### src/rtl/mem_access_unit.sv
// MEM-stage initiator for the 16-bit data memory: turns load/store/stack ops into
// one- or two-word memory transactions, owns the stack pointer and stalls the pipeline.
module mem_access_unit #(
  parameter int unsigned ADDR_W      = 11,
  parameter int unsigned STACK_TOP   = 2047,
  parameter int unsigned STACK_LIMIT = 1024
) (
  input  logic        clk,
  input  logic        rst,
  input  logic        req_valid,
  input  logic [2:0]  op,
  input  logic [31:0] ea,
  input  logic [31:0] wdata,
  output logic        busy,
  output logic [31:0] rdata,
  output logic        rdata_valid,
  output logic        stack_fault,
  output logic [31:0] sp,
  output logic [31:0] mem_address,
  output logic [15:0] mem_write_data,
  output logic        mem_read,
  output logic        mem_write,
  output logic        mem_cs,
  input  logic [15:0] mem_read_data
);

  localparam logic [2:0] OP_LOAD  = 3'd1;
  localparam logic [2:0] OP_STORE = 3'd2;
  localparam logic [2:0] OP_PUSH  = 3'd3;
  localparam logic [2:0] OP_POP   = 3'd4;
  localparam logic [2:0] OP_CALL  = 3'd5;
  localparam logic [2:0] OP_RET   = 3'd6;

  localparam logic [ADDR_W:0] TOP_W = (ADDR_W+1)'(STACK_TOP);
  localparam logic [ADDR_W:0] LIM_W = (ADDR_W+1)'(STACK_LIMIT);

  typedef enum logic [1:0] {IDLE, ACC1, ACC2, DONE} state_t;

  state_t              state;
  logic [2:0]          op_q;
  logic [31:0]         wd_q;
  logic [ADDR_W-1:0]   sp_q;
  logic [ADDR_W-1:0]   addr_q;
  logic [15:0]         lo_q;

  logic                valid_op_c;
  logic                is_read_c;
  logic                fault_c;
  logic [ADDR_W:0]     sp_w;
  logic [ADDR_W-1:0]   sp_p1, sp_p2, sp_m1, sp_m2;
  logic [ADDR_W-1:0]   a1_addr_c;
  logic [15:0]         a1_wdata_c;
  logic                a1_write_c;
  logic                unused_ea;

  assign unused_ea   = ^ea[31:ADDR_W];
  assign valid_op_c  = (op != 3'd0) && (op != 3'd7);
  assign is_read_c   = (op == OP_LOAD) || (op == OP_POP) || (op == OP_RET);
  assign sp_w        = {1'b0, sp_q};
  assign sp_p1       = sp_q + ADDR_W'(1);
  assign sp_p2       = sp_q + ADDR_W'(2);
  assign sp_m1       = sp_q - ADDR_W'(1);
  assign sp_m2       = sp_q - ADDR_W'(2);

  assign busy        = (state == ACC1) || (state == ACC2) ||
                       ((state == IDLE) && req_valid && valid_op_c);
  assign sp          = {(32-ADDR_W)'(0), sp_q};
  assign mem_address = {(32-ADDR_W)'(0), addr_q};

  // Stack bounds checked against the current SP before any access is issued
  always_comb begin
    fault_c = 1'b0;
    case (op)
      OP_PUSH: fault_c = sp_w < LIM_W;
      OP_CALL: fault_c = sp_w < (LIM_W + (ADDR_W+1)'(1));
      OP_POP:  fault_c = sp_w == TOP_W;
      OP_RET:  fault_c = (sp_w + (ADDR_W+1)'(2)) > TOP_W;
      default: fault_c = 1'b0;
    endcase
  end

  // First-word address/data for the incoming op
  always_comb begin
    a1_addr_c  = ea[ADDR_W-1:0];
    a1_wdata_c = wdata[15:0];
    a1_write_c = 1'b0;
    case (op)
      OP_STORE: a1_write_c = 1'b1;
      OP_PUSH:  begin a1_addr_c = sp_q; a1_write_c = 1'b1; end
      OP_POP,
      OP_RET:   a1_addr_c = sp_p1;
      OP_CALL:  begin a1_addr_c = sp_q; a1_wdata_c = wdata[31:16]; a1_write_c = 1'b1; end
      default:  ;
    endcase
  end

  always_ff @(posedge clk or posedge rst) begin
    if (rst) begin
      state          <= IDLE;
      op_q           <= 3'd0;
      wd_q           <= 32'd0;
      sp_q           <= ADDR_W'(STACK_TOP);
      addr_q         <= '0;
      lo_q           <= 16'd0;
      rdata          <= 32'd0;
      rdata_valid    <= 1'b0;
      stack_fault    <= 1'b0;
      mem_write_data <= 16'd0;
      mem_read       <= 1'b0;
      mem_write      <= 1'b0;
      mem_cs         <= 1'b0;
    end else begin
      rdata_valid <= 1'b0;
      case (state)
        IDLE: begin
          if (req_valid && valid_op_c) begin
            op_q <= op;
            wd_q <= wdata;
            if (fault_c) begin
              stack_fault <= 1'b1;
              rdata       <= 32'd0;
              rdata_valid <= is_read_c;
              state       <= DONE;
            end else begin
              addr_q         <= a1_addr_c;
              mem_write_data <= a1_wdata_c;
              mem_write      <= a1_write_c;
              mem_read       <= ~a1_write_c;
              mem_cs         <= 1'b1;
              state          <= ACC1;
            end
          end
        end
        ACC1: begin
          if (op_q == OP_CALL || op_q == OP_RET) begin
            // Second word sits below SP for CALL, above the low word for RET
            lo_q           <= mem_read_data;
            addr_q         <= (op_q == OP_CALL) ? sp_m1 : sp_p2;
            mem_write_data <= wd_q[15:0];
            state          <= ACC2;
          end else begin
            mem_cs    <= 1'b0;
            mem_read  <= 1'b0;
            mem_write <= 1'b0;
            addr_q    <= '0;
            mem_write_data <= 16'd0;
            if (op_q == OP_LOAD || op_q == OP_POP) begin
              rdata       <= {16'd0, mem_read_data};
              rdata_valid <= 1'b1;
            end
            if (op_q == OP_PUSH) sp_q <= sp_m1;
            if (op_q == OP_POP)  sp_q <= sp_p1;
            state <= DONE;
          end
        end
        ACC2: begin
          mem_cs         <= 1'b0;
          mem_read       <= 1'b0;
          mem_write      <= 1'b0;
          addr_q         <= '0;
          mem_write_data <= 16'd0;
          if (op_q == OP_RET) begin
            rdata       <= {mem_read_data, lo_q};
            rdata_valid <= 1'b1;
            sp_q        <= sp_p2;
          end else begin
            sp_q <= sp_m2;
          end
          state <= DONE;
        end
        default: state <= IDLE;
      endcase
    end
  end

endmodule

### config.mk
export PLATFORM = sky130hd
export DESIGN_NAME = mem_access_unit
export DESIGN_NICKNAME = d
export VERILOG_FILES = /design/src/rtl/mem_access_unit.sv
export SDC_FILE = /design/constraint.sdc
export NUM_CORES = 1
export LEC_CHECK = 0
export CAP_MARGIN = 5
export CORE_AREA = 3 3 129 131
export DETAILED_ROUTE_END_ITERATION = 10
export DIE_AREA = 0 0 132 134
export PLACE_DENSITY = 0.76
export SLEW_MARGIN = 25
export SYNTH_ARGS = -nofsm -noshare
export SYNTH_HDL_FRONTEND = slang
export SYNTH_SLANG_ARGS = --single-unit
### constraint.sdc
create_clock -name clk -period 5 [get_ports clk]
set_input_delay 1.25 -clock clk [delete_from_list [all_inputs] [get_ports clk]]
set_output_delay 1.25 -clock clk [all_outputs]
set_load 0.005 [all_outputs]
* Word level (Yosys, flattened, before mapping)
Cells that the tools add are included.
** Cells by class
- Add/sub/neg operators :: 5
- $lt $le $gt $ge :: 3
- Equal/unequal tests :: 22
- Mux-type cells :: 44
- Bitwise logic cells :: 1
- Reduce and logical (&&, ||, !) cells :: 24
** Operators with widths (number)
- 32-bit two-way mux :: 5
- 32-bit one-hot mux with 3 select lines :: 1
- 11-bit two-way mux :: 8
- 16-bit two-way mux :: 4
- 16-bit one-hot mux with 3 select lines :: 1
- 11-bit one-hot mux with 2 select lines :: 2
- 11-bit one-hot mux with 3 select lines :: 1
- 11-bit less-than comparator (second input constant) :: 2
- 3-bit equality test (second input constant) :: 6
- 1-bit two-way mux :: 14
- 11-bit by 2-bit adder with 12-bit output (second input constant) :: 1
- 12-bit by 11-bit greater-than comparator with 1-bit output (second input constant) :: 1
- 1-bit one-hot mux with 3 select lines :: 4
- 11-bit by 1-bit adder with 11-bit output (second input constant) :: 1
- 11-bit by 2-bit adder with 11-bit output (second input constant) :: 1
- 11-bit equality test (second input constant) :: 1
- 11-bit by 1-bit subtractor with 11-bit output (second input constant) :: 1
- 11-bit by 2-bit subtractor with 11-bit output (second input constant) :: 1
- 3-bit by 2-bit equality test with 1-bit output (second input constant) :: 3
- 3-bit AND reduction :: 3
- 3-bit by 1-bit equality test with 1-bit output (second input constant) :: 2
- 1-bit logical OR :: 6
- 2-bit by 1-bit inequality test with 1-bit output (second input constant) :: 3
- 2-bit inequality test (second input constant) :: 3
- other kinds (17) :: 24
** Storage, ports and cells
- Flip-flop bits (word level) :: 112
- Input port bits :: 86
- Output and inout port bits :: 118
- Word-level logic and storage cells :: 112

* Longest topological paths before layout
Gate-level depths: netlist (run 1).
- Word-level depth :: 7
- Gate-level depth with buffers :: 10
- Mapped depth without buffers :: 7

* Least setup slack after synthesis (run 1)
OpenSTA, ideal clock, no wires.
- Kind :: input-to-output
- From :: input port op[2]
- To :: output port busy
- Data arrival time :: 2.412 ns
- Required time :: 3.750 ns
- Setup slack :: 1.338 ns
- Cell stages on the path :: 5
- Path buffers :: 2
- Path through :: clkbuf_1 -> or3_1 -> nand4_1 -> clkbuf_1 -> nand2b_1
** Between the ends
- Word-level cells in the longest chain between the ends :: 4
- Elaborated cells between the ends (all ways) :: 5
- Those cells by class :: eq/ne (1); reduce/logical (4)
** RTL lines
- start, declared :: RTL line 11 : input logic [2:0] op,
- 3-bit inequality test or 3-bit nonzero test (tied branches) :: RTL line 57 : assign valid_op_c = (op != 3'd0) && (op != 3'd7);
- 1-bit logical AND * :: RTL line 57
- 1-bit logical AND * :: RTL line 66 : ((state == IDLE) && req_valid && valid_op_c);
- 1-bit logical OR * :: RTL line 65 : assign busy = (state == ACC1) || (state == ACC2) ||
- end, declared :: RTL line 14 : output logic busy,
Every way passes the cells marked *; elsewhere a longest branch is shown, timed or not.

* Worst setup path after layout (run 1)
- From :: input port op[1]
- To :: output port busy
The elaborated chain is that of the path after synthesis.

==> impl_metrics.toml, run 1 <==
[logic_synthesis]
synth_most_common_cell = "dfrtp_1"
syn_area_per_cell_um2 = 10.03
synth_top_flop_cell = "dfrtp_1"
ys_seq_area_share_pct = 40.25
synth_top_cell_by_area = "dfrtp_1"
ys_ff_latch = 112
synthTopCellsByCount = "dfrtp_1 (101), mux2_2 (57), clkbuf_1 (45)"
synth_edf_count = 0
synth_area_um2 = 6998
yosysTopAreaCellShare_pct = 36.12
yosys-top-cells-area = "dfrtp_1 (36%), mux2_2 (9.2%), mux2i_1 (5.6%)"
synthCells = 698
ys_warn_count = 0
async_flop_share_pct = 100.0
ys_types = 66

[job]
maxCapViolations = 0

[route]
via_count = 5809
met1_length_um = 7683
dr_wl_met2_um = 8999
drc = 0
top_layer_used = "met5"
wl_met3_um = 1249
detailedRoute.firstIterationViolations = 495
postRouteAntennaNets = 0
wl_um = 18250
wl_per_cell_um = 17.77
drt_pass1_iterations = 7
viasPerCell = 5.656

[global_routing]
grt_max_degree = 73
grt_pass1_wl_um = 29480
grt_overflow = 0
grt_pass1_vias = 5624
grt_usage_pct = 20.40
antenna_found_initial = 1

[clock_network]
clkLatencyLatePin_ns = 0.36
cts_sinks = 112
cts_inserted_buffers = 9
clock_path_buffers = 2
post_cts_buffers = 0
cts_resized = 0
tritoncts = "done"
path_clk_slew_ns = 0.07
hold_buffers = 0
clockRootBuffer = "clkbuf_16"
cts_max_level = 3

[timing]
whs_ns = 0.4897
skew_ns = 0.02282
max_freq_mhz = 238.7
relSlewSlack_pct = 32.47
finalHoldViolCount = 0
rsz0062_at_grt = "no"
worst_pin_slew_ns = 1.010
fin_crit_sh_pct = 83.78
report.final.slew_viol_count = 0
setup_viol_count_final = 0
fin_crit_ns = 4.189
fin_tns_setup_ns = 0

[layout]
utilization_pct = 55.61
regArea_um2 = 2816
drive_gt1_share_pct = 14.18
multiInputGateArea_um2 = 3695
area_growth_pct = 24.85
num-nets-final = 901
antenna_cells = 0
nFillCells = 1375

[worst_setup_path]
critical_path.cell_chain = "clkdlybuf4s50_1, or3_1, nand4_1, nand2b_1, clkdlybuf4s50_1"
crit_slowest_cell = "clkdlybuf4s50_1"
worstPathArrival_ns = 2.94
slowest_delay_ns = 0.55
reg2reg_slack_ns = 1.59
critPathLaunchType = "primary input"
crit_family = "buffers and inverters"
critPathMaxFanout = 9
crit_buf_inv = 2
path_class = "in -> out"
crit_path_end_kind = "primary output"
cp_data_required_time_ns = 3.75
crit_top_cell = "clkdlybuf4s50_1"

[status]
status = "complete, no violations"

[power]
p_leak_nw = 3.711
ir_worst_vdd_mv = 0.2718
powerDensity_nw_per_um2 = 623.7

[floorplan]
dieArea_um2 = 17690
die_x_um = 132
initial_core_util_pct = 44.54
die_h_um = 134
rows = 46
core_area_um2 = 15710
io_pins = 204

[hold_path]
hp-class = "reg -> reg"

[placed_design]
dp_hpwl_um = 12530
portBuffers = 140
gp_congestion = 0.8718
-- routing by layer --
layer | track usage, % | vias up
met4 | 6.301 | 2
met2 | 34.66 | 242
li1 | - | 2684
met1 | 25.73 | 2850
met5 | 0 | -
met3 | 5.139 | 31
-- final timing paths --
kind	start	end	cells past startpoint
min reg2reg	rdata[11]	rdata[11]	1
max	op[1]	busy	5
max reg2reg	sp_q[2]	rdata[2]	7
min	rdata[11]	rdata[11]	1
min in group asynchronous	rst	rdata[17]	2
max in group asynchronous	rst	addr_q[9]	3
-- registers in the layout (all words and copies together), names as in the netlist --
name	flops
mem_cs	1
mem_write_data	16
mem_write	1
rdata	32
addr_q	11
mem_read	1
stack_fault	1
state	2
wd_q	16
op_q	3
lo_q	16
rdata_valid	1
sp_q	11
-- through the flow --
stage | cell area [um2] | power [mW] | worst slack [ns] | std cells
final | 8737 | 5.449 | 0.8110 | 1027
after global routing | 8737 | 5.833 | 0.7591 | 1027
after CTS | 8728 | 5.456 | 0.8286 | 1027
after detailed placement | 8414 | 4.683 | 0.8081 | 1011
after global placement | 8414 | 4.617 | 0.8239 | 1011
after floorplan | 7152 | 3.619 | 0.8092 | 739
-- cell usage in the layout, fill, tap and decap left out, types with 4 or more instances in the layout --
cell             instances
buf_4                   16
nor3_1                  15
and3b_1                  5
nor2_1                  34
inv_1                   24
o21ai_0                 15
nor4_1                   8
nand4_1                  4
a22o_1                  22
clkbuf_16                9
a31oi_1                  6
a211oi_1                13
xnor2_1                  6
xor2_1                  12
dfrtp_1                101
mux2i_1                 39
or3_1                    5
conb_1                  42
a21oi_1                 26
o2bb2ai_1               17
a311oi_1                 6
ha_1                     9
a22oi_1                  4
nor3b_1                  4
o31ai_1                  5
a21o_1                   4
nand3_1                 10
nand2_1                 42
dfstp_2                 11
a211o_1                  4
nand3b_1                 7
mux2_2                  57
nand2b_1                 8
and3_1                   6
clkdlybuf4s50_1        140
o221ai_1                 5
mux2_1                  14
-- final cells by class --
class	instances	area share, %
multi-input cells	500	42.29
flip-flops and latches	112	32.24
repair buffers	157	17.64
well taps	216	3.093
clock buffers	10	2.735
inverters	26	1.146
clock inverters	6	0.8592
-- where the power goes --
part	internal, mW	switching (mW)
clock	0.374	0.385
combinational	1.51	1.41
sequential	1.36	0.412
total	3.25	2.20
-- worst register-to-register path: stages, from the launching register on --
cell and delay, ns:
dfstp_2 0.71, ha_1 0.40, nand3_1 0.30, nor4_1 0.56
nor4_1 0.22, a2111oi_4 0.44, buf_12 0.27, mux2_2 0.39
-- cell families (layout without fill, tap and decap cells) --
kind of cell,count (synthesis),count (layout),synth area share [%]
and+or+nand+nor,164,164,12.21
AOI/OAI and AO/OA,157,157,17.16
buffers and inverters,127,199,9.458
DFF,112,112,40.25
muxes,110,110,17.00
xor gates and xnor gates,18,18,2.253
adders and majority gates,9,9,1.609
other,1,42,0.05359
Note: power is estimated with default switching activity, not from simulation.
==> run 2: changes to the inputs <==
CORE_AREA = 3 3 131 133   (was 3 3 129 131)
DIE_AREA = 0 0 134 136   (was 0 0 132 134)
PLACE_DENSITY = 0.77   (was 0.76)
clock period = 3.6 ns   (was 5 ns; I/O delays follow)
==> impl_metrics.toml, run 2 (synthesized netlist as in run 1, its figures left out) <==
[floorplan]
io_pins = 204
rows = 46
die_h_um = 136
die_x_um = 134
dieArea_um2 = 18220
initial_core_util_pct = 43.89
core_area_um2 = 15940

[clock_network]
cts_max_level = 3
clock_path_buffers = 2
hold_buffers = 0
post_cts_buffers = 0
tritoncts = "done"
cts_inserted_buffers = 9
clkLatencyLatePin_ns = 0.35
clockRootBuffer = "clkbuf_16"
cts_sinks = 112
cts_resized = 0
path_clk_slew_ns = 0.07

[global_routing]
antenna_found_initial = 1
grt_max_degree = 113
top_usage_layer = "met2"
grt_pass1_wl_um = 29830
grtUsageMet3_pct = 4.737
grt_usage_pct = 20.39
grtUsageMet1_pct = 26.52
use_met2_pct = 32.79
grt_overflow = 0
grt_pass1_vias = 5695

[layout]
area_growth_pct = 26.30
drive_gt1_share_pct = 15.12
num-nets-final = 911
largest_register_ffs = 32
layout_commonest_cell = "clkdlybuf4s50_1"
antenna_cells = 0
regMostFlops = "rdata"
final_cell_mix = "clkdlybuf4s50_1 (140), dfrtp_1 (101), mux2_2 (57)"

[timing]
skew_ns = 0.009121
finalHoldViolCount = 0
report.final.slew_viol_count = 0
worst_pin_slew_ns = 0.8432
relSlewSlack_pct = 43.58
fin_crit_ns = 3.398
fin_tns_setup_ns = 0
setup_viol_count_final = 0
fin_crit_sh_pct = 94.39
rsz0062_at_grt = "no"
max_freq_mhz = 294.3
whs_ns = 0.4866

[status]
status = "complete, no violations"

[worst_setup_path]
worstPathArrival_ns = 2.50
r2r_cells = 8
critPathMaxFanout = 13
crit_start = "op[2]"
reg2reg_to = "rdata[2]"
crit_path_end_kind = "primary output"
cp-endpoint = "busy"
rr_startpoint = "sp_q[1]"
critPathLaunchType = "primary input"
reg2reg_slack_ns = 0.55
cp_data_required_time_ns = 2.70
path_class = "in -> out"

[route]
detailedRoute.firstIterationViolations = 525
wl_per_cell_um = 17.81
viasPerCell = 5.617
postRouteAntennaNets = 0
drc = 0
via_count = 5819
drt_pass1_iterations = 5
wl_um = 18450

[power]
ir_worst_vdd_mv = 0.4123
powerDensity_nw_per_um2 = 865.6
p_leak_nw = 3.762

[placed_design]
dp_hpwl_um = 12790
gp_congestion = 0.9116
portBuffers = 140

[hold_path]
hp-class = "reg -> reg"

[job]
maxCapViolations = 0
==> run 2: worst max-delay path: stages <==
cell and delay (ns):
clkdlybuf4s50_1 0.48, buf_4 0.22, nand3_1 0.10, nand4_1 0.15, nand2b_1 0.11, clkdlybuf4s50_1 0.54
==> run 2: worst min path at each step <==
stage	cells after the start	end	from	slack (ns)
floorplan	1	stack_fault	stack_fault	0.47
CTS	1	rdata[6]	rdata[6]	0.49
detailed placement	1	stack_fault	stack_fault	0.47
global route	1	mem_read	mem_read	0.51
global placement	1	stack_fault	stack_fault	0.46
finish	1	rdata[6]	rdata[6]	0.49
==> run 2: cell type report <==
cell class	instances	area, um2
fillers	1413	7104
multi-input cells	500	3695
flip-flops and latches	112	2816
repair buffers	167	1654
well taps	216	270.3
clock buffers	9	225.2
inverters	26	101.3
clock inverters	6	76.32
==> run 2: per-stage QoR <==
| stage | area, um2 | utilization (%) | std cells | worst slack [ns] | power, mW |
|---|---|---|---|---|---|
| 2_1_floorplan | 7156 | - | 739 | 0.5679 | 5.027 |
| 3_3_place_gp | 8528 | 53.49 | 1021 | 0.1647 | 6.514 |
| 3_5_place_dp | 8537 | 53.55 | 1021 | 0.1214 | 6.617 |
| 4_1_cts | 8838 | 55.44 | 1036 | 0.1850 | 7.688 |
| 5_1_grt | 8838 | 55.44 | 1036 | 0.1146 | 8.220 |
| 6_report | 8838 | 55.44 | 1036 | 0.2021 | 7.650 |
==> run 2: power by group <==
group / leakage (nW) / internal [mW] / switching (mW)
clock: 0.148 / 0.548 / 0.491
combinational: 2.23 / 2.17 / 1.99
sequential: 1.38 / 1.89 / 0.564
total: 3.76 / 4.61 / 3.04
==> run 2: routing by layer <==
metal	up-vias	part of all wire, %
met4	2	3.2
li1	2702	-
met5	-	0.070
met1	2809	42
met2	262	47
met3	44	7.6
